<file path="src/rtl/sar_adc_ctrl.sv">
// sar_adc_ctrl -- successive-approximation ADC controller.
// Drives a WIDTH-bit trial code into the DAC and samples the external
// comparator once per cycle. It resolves one bit per clock, MSB first.
//
// Optional feature macro: SAR_AVG4_EN
//   When defined, one accepted start runs four SAMPLE+CONVERT passes.
//   The reported result is the truncated mean of the four codes.
//
// Ports:
//   clk       core clock
//   reset     synchronous, active-high reset
//   start     conversion request, sampled only in IDLE
//   cmp_in    comparator: 1 when the analog input >= DAC output for dac_code
//   dac_code  trial code to the DAC
//   sample    track/hold enable
//   busy      high from start acceptance through the last bit decision
//   done      one-cycle pulse when result updates
//   result    last completed conversion, held until the next completion
//   valid     set at the first done, cleared only by reset
module sar_adc_ctrl #(
   parameter int unsigned WIDTH         = 10,
   parameter int unsigned SAMPLE_CYCLES = 2
) (
   input  logic             clk,
   input  logic             reset,
   input  logic             start,
   input  logic             cmp_in,
   output logic [WIDTH-1:0] dac_code,
   output logic             sample,
   output logic             busy,
   output logic             done,
   output logic [WIDTH-1:0] result,
   output logic             valid
);

   localparam int unsigned KW = (WIDTH > 1) ? $clog2(WIDTH) : 1;
   localparam int unsigned CW = 4;
   localparam logic [CW-1:0]    SAMPLE_LAST = CW'(SAMPLE_CYCLES - 1);
   localparam logic [WIDTH-1:0] MSB_CODE    = WIDTH'(1) << (WIDTH - 1);
   localparam logic [KW-1:0]    K_TOP       = KW'(WIDTH - 1);

   typedef enum logic [1:0] {
      ST_IDLE    = 2'd0,
      ST_SAMPLE  = 2'd1,
      ST_CONVERT = 2'd2,
      ST_DONE    = 2'd3
   } state_t;

   state_t           state_q, state_d;
   logic [CW-1:0]    cnt_q, cnt_d;
   logic [KW-1:0]    k_q, k_d;
   logic [WIDTH-1:0] dac_code_d;
   logic             sample_d, busy_d, done_d, valid_d;
   logic [WIDTH-1:0] result_d;
   logic [WIDTH-1:0] resolved;
   logic             last_sample, last_bit, last_pass;

`ifdef SAR_AVG4_EN
   logic [WIDTH+1:0] acc_q, acc_d, acc_sum;
   logic [1:0]       pass_q, pass_d;

   assign last_pass = (pass_q == 2'd3);
   assign acc_sum   = acc_q + (WIDTH+2)'(resolved);
`else
   assign last_pass = 1'b1;
`endif

   assign last_sample = (cnt_q == SAMPLE_LAST);
   assign last_bit    = (k_q == '0);

   // Working code after this cycle's decision: bit k takes the comparator
   // result and, unless k is the LSB, the next lower bit becomes the trial.
   always_comb begin
      resolved      = dac_code;
      resolved[k_q] = cmp_in;
      if (!last_bit) begin
         resolved[k_q - KW'(1)] = 1'b1;
      end
   end

   // State register
   always_ff @(posedge clk) begin
      if (reset) begin
         state_q <= ST_IDLE;
      end else begin
         state_q <= state_d;
      end
   end

   // Next-state logic
   always_comb begin
      state_d = state_q;
      case (state_q)
         ST_IDLE: begin
            if (start) state_d = ST_SAMPLE;
         end
         ST_SAMPLE: begin
            if (last_sample) state_d = ST_CONVERT;
         end
         ST_CONVERT: begin
            if (last_bit) state_d = last_pass ? ST_DONE : ST_SAMPLE;
         end
         ST_DONE: begin
            state_d = ST_IDLE;
         end
         default: begin
            state_d = ST_IDLE;
         end
      endcase
   end

   // Output / datapath next values, registered below
   always_comb begin
      dac_code_d = dac_code;
      sample_d   = 1'b0;
      busy_d     = busy;
      done_d     = 1'b0;
      result_d   = result;
      valid_d    = valid;
      cnt_d      = cnt_q;
      k_d        = k_q;
`ifdef SAR_AVG4_EN
      acc_d      = acc_q;
      pass_d     = pass_q;
`endif
      case (state_q)
         ST_IDLE: begin
            dac_code_d = '0;
            busy_d     = 1'b0;
            if (start) begin
               sample_d = 1'b1;
               busy_d   = 1'b1;
               cnt_d    = '0;
`ifdef SAR_AVG4_EN
               acc_d    = '0;
               pass_d   = '0;
`endif
            end
         end
         ST_SAMPLE: begin
            sample_d = 1'b1;
            cnt_d    = cnt_q + CW'(1);
            if (last_sample) begin
               sample_d   = 1'b0;
               dac_code_d = MSB_CODE;
               k_d        = K_TOP;
            end
         end
         ST_CONVERT: begin
            dac_code_d = resolved;
            if (!last_bit) begin
               k_d = k_q - KW'(1);
            end else begin
`ifdef SAR_AVG4_EN
               acc_d = acc_sum;
               if (last_pass) begin
                  result_d = acc_sum[WIDTH+1:2];
                  done_d   = 1'b1;
                  valid_d  = 1'b1;
                  busy_d   = 1'b0;
               end else begin
                  // Straight into the next pass's track/hold window.
                  pass_d     = pass_q + 2'd1;
                  cnt_d      = '0;
                  sample_d   = 1'b1;
                  dac_code_d = '0;
               end
`else
               result_d = resolved;
               done_d   = 1'b1;
               valid_d  = 1'b1;
               busy_d   = 1'b0;
`endif
            end
         end
         ST_DONE: begin
            dac_code_d = '0;
            busy_d     = 1'b0;
         end
         default: begin
            dac_code_d = '0;
            busy_d     = 1'b0;
         end
      endcase
   end

   // Registered outputs and datapath
   always_ff @(posedge clk) begin
      if (reset) begin
         dac_code <= '0;
         sample   <= 1'b0;
         busy     <= 1'b0;
         done     <= 1'b0;
         result   <= '0;
         valid    <= 1'b0;
         cnt_q    <= '0;
         k_q      <= '0;
`ifdef SAR_AVG4_EN
         acc_q    <= '0;
         pass_q   <= '0;
`endif
      end else begin
         dac_code <= dac_code_d;
         sample   <= sample_d;
         busy     <= busy_d;
         done     <= done_d;
         result   <= result_d;
         valid    <= valid_d;
         cnt_q    <= cnt_d;
         k_q      <= k_d;
`ifdef SAR_AVG4_EN
         acc_q    <= acc_d;
         pass_q   <= pass_d;
`endif
      end
   end

endmodule

</file>
<file path="config.mk">
export PLATFORM = sky130hd
export DESIGN_NAME = sar_adc_ctrl
export DESIGN_NICKNAME = d
export VERILOG_FILES = /design/src/rtl/sar_adc_ctrl.sv
export SDC_FILE = /design/constraint.sdc
export NUM_CORES = 1
export LEC_CHECK = 0
export ABC_CLOCK_PERIOD_IN_PS = 2500
export BUFFER_PORTS_ARGS = -buffer_cell sky130_fd_sc_hd__clkbuf_2
export CAP_MARGIN = 20
export CELL_PAD_IN_SITES_DETAIL_PLACEMENT = 0
export CELL_PAD_IN_SITES_GLOBAL_PLACEMENT = 1
export CORE_MARGIN = 2
export CORE_UTILIZATION = 44
export CTS_BUF_LIST = sky130_fd_sc_hd__clkbuf_4
export DETAILED_ROUTE_END_ITERATION = 8
export PLACE_DENSITY = 0.86
export SLEW_MARGIN = 5
export SYNTH_ARGS = -nofsm -noshare
export SYNTH_HDL_FRONTEND = slang
export SYNTH_SLANG_ARGS = --single-unit
</file>
<file path="constraint.sdc">
create_clock -name clk -period 2.5 [get_ports clk]
set_input_delay 0.5 -clock clk [delete_from_list [all_inputs] [get_ports clk]]
set_output_delay 0.5 -clock clk [all_outputs]
set_load 0.02 [all_outputs]
</file>
=== Yosys cells after proc, flatten, opt, wreduce, memory -nomap -nowiden ===
Cells that the tools add are included.

* Word-level logic and storage cells: 62
* Output and inout bits: 24
* Flip-flop bits (word level): 34
* Input bits: 4

* Add/sub/neg operators: 2
* Bitwise gates (word level): 2
* $lt $le $gt $ge: 4
* Reduce and logical (&&, ||, !) cells: 14
* Mux-type cells: 23
* Equal/unequal tests: 8

{| class="wikitable"
|+ Operators with widths
! kind !! count
|-
| $pmux 10 s3 || 1
|-
| $mux 10 || 2
|-
| $pmux 4 s2 || 2
|-
| $mux 4 || 3
|-
| $bwmux 10 || 1
|-
| $lt 4x5->1 const B || 2
|-
| $or 10x10->10 || 1
|-
| $demux 1 s4 || 2
|-
| $ge 4x1->1 const B || 2
|-
| $ne 2x2->1 const B || 4
|-
| $pmux 2 s4 || 1
|-
| $mux 1 || 6
|-
| $mux 2 || 3
|-
| $reduce_and 2->1 || 3
|-
| $reduce_and 3->1 || 2
|-
| $add 4x1->4 const B || 1
|-
| $eq 2x2->1 const B || 2
|-
| $eq 4x1->1 const B || 1
|-
| $logic_not 4->1 || 1
|-
| $reduce_bool 2->1 || 2
|-
| $reduce_or 2->1 || 2
|-
| $sub 4x1->4 const B || 1
|-
| $pmux 1 s3 || 1
|-
| $reduce_bool 3->1 || 1
|-
| 5 further kinds || 6
|}

=== Longest topological paths before layout ===
* Depth after elaboration: 8
* Depth in mapped cells: 8
* Gate-level depth less buffers: 6

=== Least setup slack after synthesis ===
No wires, ideal clock.

* Path type: flip-flop to flip-flop
* Start point: reg k_q[0]
* End point: reg state_q[1]
* Arrival: 1.752 ns
* Clock period less this slack: 1.880 ns
* Cell stages (with the launch flop): 7
* Library setup time: 0.128 ns
* Path buffers: 0
* Path slack: 0.620 ns
* Required time: 2.372 ns
* Cell sequence: dfxtp_1 inv_1 ha_1 or3b_1 a221oi_1 mux2i_1 nor2_1

* Cells in the longest elaborated chain, start to end: 3

{| class="wikitable"
|+ RTL lines
! what !! line !! text
|-
| from (decl) || 51 || <nowiki>logic [KW-1:0] k_q, k_d;</nowiki>
|-
| from (signal assigned) || 210 || <nowiki>k_q <= k_d;</nowiki>
|-
| $logic_not 4->1 || 69 || <nowiki>assign last_bit = (k_q == '0);</nowiki>
|-
| $ne 2x2->1 (no source line) || -- ||
|-
| $reduce_and 3->1 (no source line) || -- ||
|-
| to (signal assigned) || 86 || <nowiki>state_q <= state_d;</nowiki>
|-
| to (decl) || 49 || <nowiki>state_t state_q, state_d;</nowiki>
|}

No other way between the ends.
A chain may end at the register's enable or synchronous reset.

=== Final worst setup path ===
* Start point: reg k_q[1]
* End point: reg state_q[1]

Same word-level chain as after synthesis.

==> impl_metrics.json <==
{
  "outcome": "complete, no violations",
  "antenna_found_initial": 0,
  "num_vias": 1735,
  "drc": 0,
  "async_reset_ff_share_pct": 0,
  "ys_seq_elements": 34,
  "grt_pass1_vias": 1599,
  "grt_start_max_net_pins": 24,
  "tritoncts": "built",
  "r2r_cells": 6,
  "cts-root-buf": "clkbuf_4",
  "path_cells": "inv_1, ha_1, or3b_1, a221oi_1, mux2i_1, nor2_1",
  "die-area_mm2": 0.00494,
  "ctsResizeCount": 0,
  "place_area_mm2": 0.00210,
  "first_pass_iters": 4,
  "routed_via_density": 5.65,
  "cts_sinks": 34,
  "core-area_mm2": 0.00429,
  "clock_skew_ns": 0.0188,
  "syn_inst": 231,
  "start_kind": "flop",
  "setup.worst_path.end_class": "flop",
  "r2r_slack_ns": 0.28,
  "holdPathEnd": "sample$_SDFF_PP0_",
  "gp_congestion": 0.892,
  "antenna_cells": 0,
  "tns_ns": 0,
  "place_hpwl_um": 3250,
  "hold_ws_ns": 0.452,
  "crit_type": "flop to flop",
  "slowest_delay_ns": 0.46,
  "dieWidth_um": 70.3,
  "drt_iter0_drc": 69,
  "io_pins": 28,
  "maxSlewViolCount": 0,
  "cts_buffers": 5,
  "wl_met3_um": 198,
  "period_share_pct": 88.8,
  "area_growth_syn_to_layout_pct": 11.4,
  "fin_cells": 307,
  "peakVddDrop_mv": 0.478,
  "htree_levels": 2,
  "hold_path_depth": 3,
  "clkTransAtPathRegs_ns": 0.13,
  "cp.arrival_ns": 2.44,
  "avgSynthCellArea_um2": 8.37,
  "ys_seq_area_share_pct": 35.2,
  "final_common_cell": "dfxtp_1",
  "period_needed_ns": 2.22,
  "grt_usage_pct": 19.0,
  "cp.buffers_inverters": 1,
  "drive_above_1_share_pct": 18.0,
  "post_drt_wl_per_cell_um": 15.0,
  "fmax_mhz": 450,
  "mostFrequentLayoutCells": "dfxtp_1 (34), nor2_1 (27), clkbuf_2 (27)",
  "wirelength_um": 4590,
  "io_buffers": 27,
  "syn-num-nets": 250,
  "wl_met1_um": 2160,
  "final_antenna_net_count": 0,
  "yosysWarnings": 0,
  "required_ns": 2.72,
  "critPathTopFamily": "simple AND/OR/NAND/NOR gates",
  "tightest_slew_ns": 0.543,
  "grt_pass1_wl_um": 7500,
  "fin_nets": 273,
  "row_count": 24,
  "p_leak_nw": 0.869,
  "cts_buffer_depth": 2,
  "dieHeight_um": 70.3,
  "top_layer": "met4",
  "final_area_mm2": 0.00215,
  "synth-main-ff-cell": "dfxtp_1",
  "rsz0062_at_grt": "no",
  "r2r-start": "k_q[1]$_SDFFE_PP0P_",
  "start_util_pct": 45.0,
  "hold_violations": 0,
  "critPathSlowestCell": "or3b_1",
  "place_inst": 299,
  "ys_types": 46,
  "holdCritStartpoint": "start",
  "synth_edf_count": 0,
  "p_per_area_mw_per_mm2": 1050,
  "route.met2.wl_um": 2190,
  "cap_violations": 0,
  "overflow": 0,
  "r2r_end": "state_q[1]$_SDFFE_PP0P_",
  "cts_hold_buf": 0,
  "crit_fanout": 10,
  "cts_setup_buffers": 0,
  "syn_area_mm2": 0.00193,
  "setup_violations": 0,
  "hp-class": "primary input to flop",
  "clkLatencyLatePin_ns": 0.36,
  "relSlewSlack_pct": 63.8
}
[flip-flops by register name, summed over array words and instances, names as in the netlist]
name / cells
done: 1
busy: 1
valid: 1
state_q: 2
cnt_q: 4
k_q: 4
result: 10
dac_code: 10
sample: 1
[per-layer routing]
metal  GRT usage (%)  vias to the layer above
li1                -                      880
met1            24.6                      811
met2            31.6                       35
met3            3.61                        9
met4            6.62                        0
met5               0                        -
[power breakdown]
group          switching (mW)  internal (mW)  leakage, nW
Combinational           0.736          0.442        0.564
Sequential              0.112          0.656        0.276
Clock                   0.203          0.105       0.0286
Total                    1.05           1.20        0.869
[stage by stage]
step	worst slack, ns	util [%]	power (mW)
2_1_floorplan	0.620	-	1.66
3_3_place_gp	0.416	48.9	1.94
3_5_place_dp	0.339	48.9	1.95
4_1_cts	0.314	50.2	2.26
5_1_grt	0.0855	50.2	2.44
6_report	0.280	50.2	2.25
[cell families (layout without fill, tap and decap cells)]
group                      count (synthesis)  count (layout)  synth area share, %
DFF                                       34              34                 35.2
muxes                                     11              11                 5.69
adders and majority gates                 15              15                 9.70
buffers and inverters                     25              49                 5.63
and+or+nand+nor                           87              87                 22.8
AOI/OAI and AO/OA                         59              59                 21.0
[cell type report]
class	instances	area, um^2
fill	444	2140
tap	52	65.1
multi-input combinational	172	1140
sequential	34	681
clock buffer	5	37.5
clock inverter	3	16.3
inverter	8	30.0
timing repair buffer	33	180
[worst max path at each step]
stage                               endpoint           startpoint  slack (ns)  cells past startpoint
detailed placement   state_q[1]$_SDFFE_PP0P_  k_q[1]$_SDFFE_PP0P_        0.34                      6
finish               state_q[1]$_SDFFE_PP0P_  k_q[1]$_SDFFE_PP0P_        0.28                      6
floorplan            state_q[1]$_SDFFE_PP0P_  k_q[0]$_SDFFE_PP0P_        0.62                      6
global route        dac_code[7]$_SDFFE_PP0P_  k_q[1]$_SDFFE_PP0P_        0.09                      7
global placement     state_q[1]$_SDFFE_PP0P_  k_q[1]$_SDFFE_PP0P_        0.42                      6
CTS                  state_q[1]$_SDFFE_PP0P_  k_q[1]$_SDFFE_PP0P_        0.31                      6
[tightest hold or removal path, delay by kind of cell]
family	cells	cell delay [ns]
buffers and inverters	1	0.10
AOI/OAI and AO/OA	1	0.07
and+or+nand+nor	1	0.07
[synthesized netlist by cell type, types with 3 or more instances]
library cell | instances | area share (%)
mux2i_1 | 11 | 5.7
nor2_1 | 27 | 5.2
a31oi_1 | 4 | 1.3
nor3_1 | 4 | 1.0
a211oi_1 | 10 | 3.9
dfxtp_1 | 34 | 35
buf_2 | 4 | 1.0
clkbuf_1 | 10 | 1.9
a21oi_1 | 17 | 4.4
nor2b_1 | 3 | 0.97
nand2_1 | 25 | 4.9
ha_1 | 15 | 9.7
inv_1 | 8 | 1.6
and4_1 | 3 | 1.4
o21ai_0 | 7 | 1.8
a311oi_1 | 8 | 3.6
nand2b_1 | 7 | 2.3
Power figures use the tool's default switching activity.
